**config.mk**
```make
export PLATFORM = sky130hd
export DESIGN_NAME = nn_layer_seq
export DESIGN_NICKNAME = d
export VERILOG_FILES = /design/src/rtl/nn_layer_seq.sv
export SDC_FILE = /design/constraint.sdc
export NUM_CORES = 1
export LEC_CHECK = 0
export ABC_AREA = 0
export CORE_ASPECT_RATIO = 2
export CORE_MARGIN = 3
export CORE_UTILIZATION = 30
export DETAILED_ROUTE_END_ITERATION = 8
export SYNTH_ARGS = -nofsm -noshare
export SYNTH_HDL_FRONTEND = slang
export SYNTH_SLANG_ARGS = --single-unit
```
**constraint.sdc**
```tcl
create_clock -name clk -period 7.5 [get_ports clk]
set_clock_uncertainty 0.2 [all_clocks]
set_input_delay 1.875 -clock clk [delete_from_list [all_inputs] [get_ports clk]]
set_output_delay 1.875 -clock clk [all_outputs]
set_load 0.01 [all_outputs]
```
**src/rtl/nn_layer_seq.sv**
```systemverilog
// Sequential fully-connected FP neuron layer sharing one external multiply-add unit.
// Optional build macro NN_SKIP_ZERO_EN skips MACs whose input operand is +/-0.
module nn_layer_seq #(
    parameter int exp_width  = 8,
    parameter int mant_width = 24,
    parameter int N_IN       = 2,
    parameter int N_OUT      = 2,
    localparam int DW        = exp_width + mant_width,
    localparam int DEPTH     = N_OUT * (N_IN + 1),
    localparam int ADDR_W    = $clog2(DEPTH)
) (
    input  logic                  clk,
    input  logic                  rst_l,
    input  logic [2:0]            round_mode,
    input  logic                  cfg_we,
    input  logic [ADDR_W-1:0]     cfg_addr,
    input  logic [DW-1:0]         cfg_wdata,
    input  logic [1:0]            act_mode,
    input  logic                  in_valid,
    output logic                  in_ready,
    input  logic [N_IN*DW-1:0]    in_data,
    output logic                  out_valid,
    input  logic                  out_ready,
    output logic [N_OUT*DW-1:0]   out_data,
    output logic [4:0]            exceptions,
    output logic                  fu_start,
    output logic [DW-1:0]         fu_a,
    output logic [DW-1:0]         fu_b,
    output logic [DW-1:0]         fu_c,
    output logic [2:0]            fu_round,
    input  logic                  fu_done,
    input  logic [DW-1:0]         fu_result,
    input  logic [4:0]            fu_exc
);
    localparam int IW = (N_IN > 1) ? $clog2(N_IN) : 1;
    localparam int JW = (N_OUT > 1) ? $clog2(N_OUT) : 1;
    localparam logic [DW-1:0] FP_ONE = {2'b00, {(exp_width-1){1'b1}}, {(mant_width-1){1'b0}}};

    typedef enum logic [2:0] {IDLE, ISSUE, WAIT, ACT, DONE} state_t;

    state_t          state_q, state_d;
    logic [IW-1:0]   i_q, i_d;
    logic [JW-1:0]   j_q, j_d;
    logic [DW-1:0]   acc_q, acc_d;
    logic [4:0]      exc_q, exc_d;
    logic [1:0]      mode_q, mode_d;
    logic [DW-1:0]   x_q [N_IN];
    logic [DW-1:0]   x_d [N_IN];
    logic [DW-1:0]   out_q [N_OUT];
    logic [DW-1:0]   out_d [N_OUT];
    logic [DW-1:0]   rf [DEPTH];

    logic [ADDR_W-1:0] w_idx, bias_next_idx;
    logic              last_i, last_j, x_zero;

    function automatic logic [DW-1:0] act_f(input logic [DW-1:0] v, input logic [1:0] m);
        logic is_nan;
        is_nan = (&v[DW-2 -: exp_width]) && (|v[mant_width-2:0]);
        act_f = v;
        if (!is_nan) begin
            case (m)
                2'd1: if (v[DW-1]) act_f = '0;
                2'd2: act_f = (!v[DW-1] && (|v[DW-2:0])) ? FP_ONE : '0;
                default: act_f = v;
            endcase
        end
    endfunction

    assign w_idx         = ADDR_W'(j_q) * ADDR_W'(N_IN + 1) + ADDR_W'(i_q);
    assign bias_next_idx = (ADDR_W'(j_q) + ADDR_W'(1)) * ADDR_W'(N_IN + 1) + ADDR_W'(N_IN);
    assign last_i        = (i_q == IW'(N_IN - 1));
    assign last_j        = (j_q == JW'(N_OUT - 1));
    assign x_zero        = (x_q[i_q][DW-2:0] == '0);

    // Register file holds no reset so weights survive a layer restart.
    always_ff @(posedge clk) begin
        if (cfg_we && state_q == IDLE && 32'(cfg_addr) < DEPTH)
            rf[cfg_addr] <= cfg_wdata;
    end

    assign in_ready   = (state_q == IDLE);
    assign out_valid  = (state_q == DONE);
    assign exceptions = exc_q;
    assign fu_a       = x_q[i_q];
    assign fu_b       = rf[w_idx];
    assign fu_c       = acc_q;
    assign fu_round   = round_mode;

    generate
        for (genvar gi = 0; gi < N_OUT; gi++) begin : g_pack
            assign out_data[gi*DW +: DW] = out_q[gi];
        end
    endgenerate

    always_comb begin
        state_d  = state_q;
        i_d      = i_q;
        j_d      = j_q;
        acc_d    = acc_q;
        exc_d    = exc_q;
        mode_d   = mode_q;
        x_d      = x_q;
        out_d    = out_q;
        fu_start = 1'b0;
        case (state_q)
            IDLE: begin
                if (in_valid) begin
                    for (int k = 0; k < N_IN; k++) x_d[k] = in_data[k*DW +: DW];
                    mode_d  = act_mode;
                    acc_d   = rf[N_IN];
                    i_d     = '0;
                    j_d     = '0;
                    exc_d   = '0;
                    state_d = ISSUE;
                end
            end
            ISSUE: begin
`ifdef NN_SKIP_ZERO_EN
                if (x_zero) begin
                    if (last_i) state_d = ACT;
                    else        i_d = i_q + 1'b1;
                end else begin
                    fu_start = 1'b1;
                    state_d  = WAIT;
                end
`else
                fu_start = 1'b1;
                state_d  = WAIT;
`endif
            end
            WAIT: begin
                if (fu_done) begin
                    acc_d = fu_result;
                    exc_d = exc_q | fu_exc;
                    if (last_i) begin
                        state_d = ACT;
                    end else begin
                        i_d     = i_q + 1'b1;
                        state_d = ISSUE;
                    end
                end
            end
            ACT: begin
                out_d[j_q] = act_f(acc_q, mode_q);
                if (last_j) begin
                    state_d = DONE;
                end else begin
                    j_d     = j_q + 1'b1;
                    i_d     = '0;
                    acc_d   = rf[bias_next_idx];
                    state_d = ISSUE;
                end
            end
            DONE: if (out_ready) state_d = IDLE;
            default: state_d = IDLE;
        endcase
    end

    always_ff @(posedge clk) begin
        if (!rst_l) begin
            state_q <= IDLE;
            i_q     <= '0;
            j_q     <= '0;
            acc_q   <= '0;
            exc_q   <= '0;
            mode_q  <= '0;
            for (int k = 0; k < N_IN; k++)  x_q[k]   <= '0;
            for (int k = 0; k < N_OUT; k++) out_q[k] <= '0;
        end else begin
            state_q <= state_d;
            i_q     <= i_d;
            j_q     <= j_d;
            acc_q   <= acc_d;
            exc_q   <= exc_d;
            mode_q  <= mode_d;
            x_q     <= x_d;
            out_q   <= out_d;
        end
    end

    // Silences unused-bit warnings for the skip path in the default build.
    logic unused_ok;
    assign unused_ok = x_zero;
endmodule

```
# Yosys cells after proc, flatten, opt, wreduce, memory -nomap -nowiden
# Memories as Yosys holds them, arrays and structs flattened.
# Cells that the tools add are included.
# totals
reg_bits	172
ram_bits	192
inputBits	147
out_inout_bits	171
memories	1
# classes
add_sub_neg	5
multipliers	2
n_lt_le_gt_ge	4
n_eq_ne	10
muxes	34
n_bitwise	3
n_reduce_logical	18
# memory_table
memory	words	word_bits	read_ports	rd_clocked_by_memory_dff	wr	line	source
rf	6	32	3	0	1	51	logic [DW-1:0] rf [DEPTH];
# op_table
op	count
$mux 32	9
$pmux 32 s3	1
$bwmux 64	1
$pmux 32 s2	1
$demux 32 s1	1
$mux 31	1
$reduce_or 31->1	1
$mux 30	1
$reduce_or 23->1	1
$pmux 3 s5	1
$mux 3	4
$mux 5	2
$pmux 5 s2	1
$mux 1	8
$reduce_and 8->1	1
$eq 3x2->1 const B	2
$ne 2x2->1 const B	3
$reduce_and 3->1	2
$logic_and 1x1->1	5
$or 5x5->5	1
$ge 2x2->1 const B	2
$not 1->2	2
$reduce_and 2->1	2
$reduce_and 4->1	1
other kinds (20)	22

# Logic depth before layout (Yosys ltp)
# depth
word_depth	7
depth_mapped	8

# Least setup slack after synthesis
# Ideal clock, no wire load.
# synth_path
kind	input port to flip-flop
startpoint	in cfg_addr[0]
endpoint	mem rf[0][0] in the netlist's numbering, enable pin
setup_time_ns	0.461
t_arrival_ns	4.277
path_slack_ns	2.562
cell_stages	2
path_cell_list	nand3b_1 nor3_1
# synth_between
elab_chain_len	4
# synth_rtl
element	line	source
from (decl)	16	input logic [ADDR_W-1:0] cfg_addr,
$lt 3x3->1	77	if (cfg_we && state_q == IDLE && 32'(cfg_addr) < DEPTH)
$logic_and 1x1->1	77	
$mux 1	77	
$mux 1 (not written as such)	78	rf[cfg_addr] <= cfg_wdata;
to (decl)	51	
# Parallel ways exist; a longest one is shown, timed or not.

# Final worst setup path
# layout_path
startpoint	reg j_q
endpoint	out fu_b[3]
# layout_between
elab_chain_len	3
# layout_rtl
element	line	source
from (decl)	43	logic [JW-1:0] j_q, j_d;
from (signal assigned)	172	j_q <= j_d;
$mul 1x2->3	69	assign w_idx = ADDR_W'(j_q) * ADDR_W'(N_IN + 1) + ADDR_W'(i_q);
$add 3x1->3	69	
$mem_v2 6x32	--	
to (decl)	28	output logic [DW-1:0] fu_b,
# Every way passes these cells.

==> key figures <==
Synthesis
  – Register bit total from synthesis: 364
  – Register area share after synthesis: about 63%
  – Top cell type's share of synthesized area: 39.5%
  – Main combinational cell family by area after synthesis: compound AO/OA/AOI/OAI gates
  – Synth top area cells: edfxtp_1 40%, dfxtp_1 24%, mux4_2 4.9%
  – Distinct cells, synth: 49
  – Post-synth EDFFs: 192
  – Yosys Warn Count: 0
  – Adder-Cell Fraction of Synth Area: 0.343%
  – Synth Cell Area: between 10000 and 15000 µm²
  – Ys async rst share: 0%
  – Mux cell area share after synthesis: between 10% and 20%
  – Top post-synthesis cells by count: 192 x edfxtp_1, 172 x dfxtp_1, 140 x a21oi_1, 140 x nand2_1, 112 x nor2_1
  – Avg Synthesized Cell Area: approximately 12 µm²
  – Synth Instances: around 1200
  – Area leader, netlist: edfxtp_1
  – Simple-Gate Fraction of Synth Area: 8.96%
  – Post-synthesis compound-gate area fraction: 12.9%
  – Most numerous cell in the Yosys netlist: edfxtp_1
  – Synth Flop Type: edfxtp_1
  – Synth Area in XOR/XNOR: 0%
  – Synth Net Count: 1332

Power and ir drop
  – Pleak: ~0.0068 µW
  – Pwr/cell area: between 200 and 250 nW/µm²
  – Peak VDD IR: 0.000202 V

Detailed routing
  – DRT Pass-1 Iters: 5
  – WL/cell: roughly 22 µm
  – Iteration-0 DRC Markers: 700
  – Drt total wl: about 47000 µm
  – Residual DRC: 0
  – Vias/cell: roughly 5
  – DR vias: 10500
  – Post-route ant nets: 0

Global route
  – First-pass GRT wire length: approximately 70000 µm
  – Total congestion overflow: 0
  – Antenna violations before repair: 8
  – GRT Total Usage: 17.8%
  – Largest net degree at the start of global routing: 73
  – Vias in the first global route: between 10000 and 15000

Placement
  – Final Wtd Congestion: 0.790
  – Cell area after placement: 18400 µm²
  – Dpl hpwl: approximately 33000 µm
  – Placement Setup Slack: approximately 2.0 ns
  – Port Buffers: around 310

Timing
  – Crit share post-route: around four fifths
  – Slew margin rel.: a little under a fifth
  – Final Worst Setup Slack: between 1.5 and 2 ns
  – Fmax: 169 MHz
  – RSZ-0062 raised after global routing: false
  – Setup_tns: 0 ns
  – Final setup viols: 0
  – Max Slew Vio Count: 0
  – Actual slew at the worst max-slew pin: approximately 1.2 ns
  – Final Hold Violating Endpoints: 0
  – Final Critical Period: roughly 5.9 ns

Final layout
  – Final Cell Area: 19500 µm²
  – Share of cells above drive strength 1: between 10% and 20%
  – Layout Nets: 1613
  – Final core occ: a little over 40%
  – Area delta synth->final: 33.6%

CTS
  – Worst-Skew Late Latency: 0.52 ns
  – Num Clock Sinks: between 300 and 400
  – Setup Buffers After CTS: 0
  – Root Buffer: clkbuf_16
  – Hold-fix buffers at CTS: 0
  – Clock buffer depth: 3
  – CTS tree: built
  – Post-CTS Resized: 0
  – H-Tree Depth: 2
  – Reg clk slew, reported paths: approximately 0.06 ns
  – CTS Buf Count: 36

Floorplanning
  – Chip width: 162 µm
  – Die height: roughly 320 µm
  – CORE AREA: ~48000 µm²
  – Total Die Area: around 51000 µm²
  – Io pins: ~320
  – Initial Util: ~31%
  – Rows: between 100 and 150

Worst setup path
  – Crit path required time: 5.43 ns
  – Critical path fanouts, max: 43
  – WP data arrival: 3.83 ns
  – CP Capture Type: output port
  – Crit start category: register
  – Crit path kind: reg2out

Job
  – Max-capacitance violation count: 0

Hold path
  – Hold Crit Class: reg2reg

Outcome
  – Status: completed
critical path, cell delays in order (launching register included):
cell	delay, ns
dfxtp_2	0.35
buf_4	0.63
ha_2	0.99
buf_4	0.41
nor2_1	0.08
a21oi_1	0.23
clkdlybuf4s50_1	0.59
registers in the layout (all words and copies together), names as in the netlist:
name	count
rf	192
j_q	1
mode_q	2
out_data	64
x_q	64
i_q	1
exceptions	5
state_q	3
fu_c	32
layer usage:
metal	GRT usage, %	vias up	wire length [µm]
met3	3.76	81	2750
met5	0	-	46
met2	34.0	324	26000
met1	18.7	5182	16700
met4	7.02	6	1690
li1	-	4955	-
placed cells by master (no fill, tap or decap), drive strengths merged, types with 2 or more instances in the layout:
| master | instances |
|---|---|
| a211oi | 66 |
| a21oi | 140 |
| a22o | 48 |
| a2bb2oi | 2 |
| a31oi | 14 |
| and2 | 2 |
| buf | 23 |
| clkbuf | 49 |
| clkdlybuf4s50 | 311 |
| clkinv | 10 |
| clkinvlp | 3 |
| dfxtp | 172 |
| diode | 4 |
| edfxtp | 192 |
| ha | 4 |
| inv | 7 |
| mux2 | 32 |
| mux2i | 64 |
| mux4 | 32 |
| nand2 | 140 |
| nand2b | 7 |
| nand3 | 9 |
| nand3b | 3 |
| nand4 | 3 |
| nor2 | 112 |
| nor2b | 2 |
| nor3 | 6 |
| nor4 | 7 |
| o21ai | 15 |
| o22ai | 2 |
layout make-up:
cell class	count	area, µm²
diodes	4	10.0
well taps	632	791
multi-input cells	720	5040
repair buffers	334	3290
clock buffers	49	1040
inverters	6	25.0
clock inverters	14	91.3
fillers	4599	28300
flip-flops and latches	364	9210
report_power, final:
part,internal (µW),switching [µW]
Combinational,250,268
Clock,978,769
Sequential,2170,70.1
metrics by stage:
stage	cells	hold slack [ns]	total power, µW
after floorplan	1181	0.233	2510
after global placement	2056	0.238	2800
after detailed placement	2056	0.245	2810
after CTS	2119	0.255	4580
after global routing	2123	0.263	4690
final	2123	0.253	4500
final timing paths:
kind                   start           end  slack, ns  cells past startpoint
setup / recovery         j_q       fu_b[3]       1.59                      6
hold / removal       x_q[10]       x_q[10]       0.25                      2
setup reg to reg  state_q[0]  out_data[17]       4.06                      5
hold reg to reg      x_q[10]       x_q[10]       0.25                      2
logic make-up (layout without fill, tap and decap cells):
kind of cell | count (synthesis) | count (layout)
AO/OA/AOI/OAI | 291 | 291
flip-flops | 364 | 364
AND/OR/NAND/NOR | 297 | 297
multiplexers | 128 | 128
other | 0 | 4
adder cells (fa/ha/maj) | 4 | 4
buffers and inverters | 97 | 403
No activity file was read; power rests on OpenSTA's default activity.
==> patch 1 (config.mk and constraints unchanged) <==
Add an input register stage for `cfg_wdata`; this delays it by one clock. The other inputs are not delayed to match.
--- a/src/rtl/nn_layer_seq.sv
+++ b/src/rtl/nn_layer_seq.sv
@@ -38,6 +38,12 @@
 
     typedef enum logic [2:0] {IDLE, ISSUE, WAIT, ACT, DONE} state_t;
 
+    logic [DW-1:0] cfg_wdata_q;
+
+    always_ff @(posedge clk) begin
+        cfg_wdata_q <= cfg_wdata;
+    end
+
     state_t          state_q, state_d;
     logic [IW-1:0]   i_q, i_d;
     logic [JW-1:0]   j_q, j_d;
@@ -75,7 +81,7 @@
     // Register file holds no reset so weights survive a layer restart.
     always_ff @(posedge clk) begin
         if (cfg_we && state_q == IDLE && 32'(cfg_addr) < DEPTH)
-            rf[cfg_addr] <= cfg_wdata;
+            rf[cfg_addr] <= cfg_wdata_q;
     end
 
     assign in_ready   = (state_q == IDLE);
Check against the original RTL: not equivalent (a bounded check fails within 4 cycles, from zero or initial values and one cycle with rst_l low).
==> patch 1 against the unedited design <==
- power up 9.8%
- final cell count up 2.1%
- sequential cell count up 32
- hold slack about the same
- setup slack worse by 0.27 ns
- design area up 4.1%
- combinational power down 5.2%
- clock power up 17%
- count of clock-buffer cells in the layout up 4
- routed wire length down 0.36%
- register-to-register slack better by 0.47 ns
- area after synthesis up 4.3%
==> patch 1: results (changes against the unedited design) <==
| Metric | Value |
|---|---|
| Setup ws final | `1.32 ns (was 1.59 ns)` |
| R2R Path End | `out_data[1] (was out_data[17])` |
| Top post-synthesis cells by count | `dfxtp_1 (204), edfxtp_1 (192), nand2_1 (140), a21oi_1 (137), nor2_1 (114) (was edfxtp_1 (192), dfxtp_1 (172), a21oi_1 (140), nand2_1 (140), nor2_1 (112))` |
| Pin count of the biggest net entering global routing | `81 (was 73)` |
| Worst-path maximum fanout | `48 (was 43)` |
| Outcome | `completed (unchanged)` |
| Number of global-route vias before repair | `11000 (was 10900)` |
| Headroom to the max-slew limit | `0.186 (was 0.187)` |
| Storage element area | `9850 um2 (was 9210 um2)` |
| DRT iter0 DRCs | `654 (was 700)` |
| Inverters | `5 (was 6)` |
| Final Util | `0.405 (was 0.408)` |
| Non-clock buffers, area share | `0.161 (was 0.169)` |
| DR top layer | `met4 (was met5)` |
| Wl on met1 | `17400 um (was 16700 um)` |
| Initial antenna violation count | `0 (was 8)` |
| Multi-input gate share of total cell area | `0.246 (was 0.259)` |
| CTS buffer count | `38 (was 36)` |
| Met2 GRT Util | `0.325 (was 0.340)` |
| Met3 Wirelength | `2720 um (was 2750 um)` |
| R2R depth | `6 (was 5)` |
| Final wirelength | `47000 um (was 47200 um)` |
| Routed length on met2 | `25700 um (was 26000 um)` |
| Worst setup path endpoint | `fu_b[22] (was fu_b[3])` |
| Placed cell areas | `18900 um2 (was 18400 um2)` |
## patch 1: cells by family (layout without fill, tap and decap cells)
logic type / count (synthesis) / in the layout
multiplexers: 129 / 129
AO/OA/AOI/OAI: 286 / 286
AND/OR/NAND/NOR: 298 / 298
adder cells (fa/ha/maj): 4 / 4
flip-flops: 396 / 396
buffers and inverters: 97 / 405
## patch 1: power by group
part / internal, uW / total [uW] / switching, uW
sequential: 2340 / 2420 / 74.1
clock: 1200 / 2040 / 832
combinational: 240 / 492 / 252
total: 3790 / 4950 / 1160
## patch 1: critical path, cell delays in order, from the launching register on
cell and delay [ns]:
dfxtp_2 0.31, buf_4 0.43, inv_1 0.19, ha_4 0.92, buf_4 0.46, mux4_2 0.54
nor2_1 0.10, a21oi_1 0.08, clkdlybuf4s50_1 0.51
==> patch 2 (same flow settings) <==
Without the edit above. Add a define of `NN_SKIP_ZERO_EN`.
--- a/src/rtl/nn_layer_seq.sv
+++ b/src/rtl/nn_layer_seq.sv
@@ -1,5 +1,7 @@
 // Sequential fully-connected FP neuron layer sharing one external multiply-add unit.
 // Optional build macro NN_SKIP_ZERO_EN skips MACs whose input operand is +/-0.
+`define NN_SKIP_ZERO_EN
+
 module nn_layer_seq #(
     parameter int exp_width  = 8,
     parameter int mant_width = 24,
Function: changed (a bounded check fails within 4 cycles, from zero or initial values and one cycle with rst_l low).
==> patch 2 against the unedited design <==
- critical path depth did not move
- setup slack improved by 0.016 ns
- routed wire length rose by 4.4%
- sequential cell count did not move
- design area rose by 2.0%
- utilization rose by 0.089 points
- synthesized cell count rose by 3.6%
- clock power rose by 12%
- area after synthesis rose by 1.9%
- final cell count rose by 2.3%
- power rose by 12%
- hold slack improved by 0.015 ns
- non-clock buffer count did not move
- sequential share of layout area fell by 0.92 points
- critical path type unchanged
- critical endpoint is now fu_b[31]
- highest routed layer unchanged
==> patch 2: results (changes against the unedited design) <==
| Metric | Value |
|---|---|
| CP arrival | `3.82 ns (was 3.83 ns)` |
| Root Buffer | `clkbuf_16 (unchanged)` |
| Gr usage total | `0.182 (was 0.178)` |
| Multi-input gate share of total cell area | `0.265 (was 0.259)` |
| Synth top area cells | `edfxtp_1 (39%), dfxtp_1 (23%), mux4_2 (4.8%), a21oi_1 (4.7%), mux2i_1 (4.3%) (was edfxtp_1 (40%), dfxtp_1 (24%), mux4_2 (4.9%), a21oi_1 (4.8%), mux2i_1 (4.4%))` |
| Mux contribution to synthesized area | `0.117 (was 0.118)` |
| Inst Count DP | `2100 (was 2056)` |
| DRT iter0 DRCs | `772 (was 700)` |
| Place WS | `2.14 ns (was 2.04 ns)` |
| P_leak | `0.00687 uW (was 0.00676 uW)` |
| Multi-input logic area | `5260 um2 (was 5040 um2)` |
| Post-Syn Instances | `1223 (was 1181)` |
| Initial antenna violation count | `9 (was 8)` |
| Compound-cell area share of the yosys netlist | `0.129 (about the same)` |
| Pin count of the biggest net entering global routing | `76 (was 73)` |
| Synth Area in Adders | `0.00337 (was 0.00343)` |
| Max rail drop VDD | `0.000201 V (was 0.000202 V)` |
| Sequential share of the synthesized area | `0.619 (was 0.631)` |
| Fillers | `4668 (was 4599)` |
| Placed cell areas | `18600 um2 (was 18400 um2)` |
| Antenna Diode Count | `6 (was 4)` |
| Vias per inst | `5.00 (was 4.97)` |
| Final clock-cell share | `0.0650 (was 0.0581)` |
| Layout cells sized above 1 | `0.121 (was 0.120)` |
| Outcome | `completed (unchanged)` |
| First-pass GRT wire length | `71400 um (was 69800 um)` |
| Post-DP HPWL | `34000 um (was 33200 um)` |
| CP peak stage delay | `0.97 ns (was 0.99 ns)` |
| NetSw | `1310 uW (was 1110 uW)` |
| Inverters | `5 (was 6)` |
| Clock buf count | `46 (was 49)` |
| Skew-Pair Late Insertion Delay | `0.54 ns (was 0.52 ns)` |
| Multi-input gate count | `759 (was 720)` |
| Non-clock buffers, area share | `0.165 (was 0.169)` |
| Worst-path maximum fanout | `41 (was 43)` |
| Top Family by Delay on Critical Path | `buffers and inverters (unchanged)` |
| Top post-synthesis cells by count | `edfxtp_1 (192), dfxtp_1 (172), nand2_1 (143), a21oi_1 (141), nor2_1 (119) (was edfxtp_1 (192), dfxtp_1 (172), a21oi_1 (140), nand2_1 (140), nor2_1 (112))` |
| Seq/total area | `0.463 (was 0.472)` |
## patch 2: cell count changes after synthesis, sizes merged, moves of 3 or more
cell    before  now
nor2       112  120
nand4        3    6
clkbuf      45   48
nor4         7   19
o21ai       15   20
nand2      140  143
## patch 2: power groups by stage
stage / Combinational [uW] / Clock (uW) / Sequential [uW]
after global placement: 799 / 0 / 2330
after detailed placement: 803 / 0 / 2330
after CTS: 807 / 2020 / 2290
after global routing: 859 / 2100 / 2290
after floorplan: 417 / 0 / 2300
final: 793 / 1960 / 2280
## patch 2: path summary, 6_finish.rpt
kind	startpoint	endpoint	slack, ns	depth (start not counted)
max	j_q	fu_b[31]	1.61	6
min	x_q[37]	x_q[37]	0.27	2
min reg2reg	x_q[37]	x_q[37]	0.27	2
max reg2reg	state_q[0]	out_data[8]	4.60	6
## patch 2: metal layers
metal,wire [um],global-route usage,up-vias
li1,-,-,5114
met1,17000,0.183,5269
met2,27300,0.355,372
met3,3010,0.0379,85
met4,1890,0.0764,6
met5,40,0,-
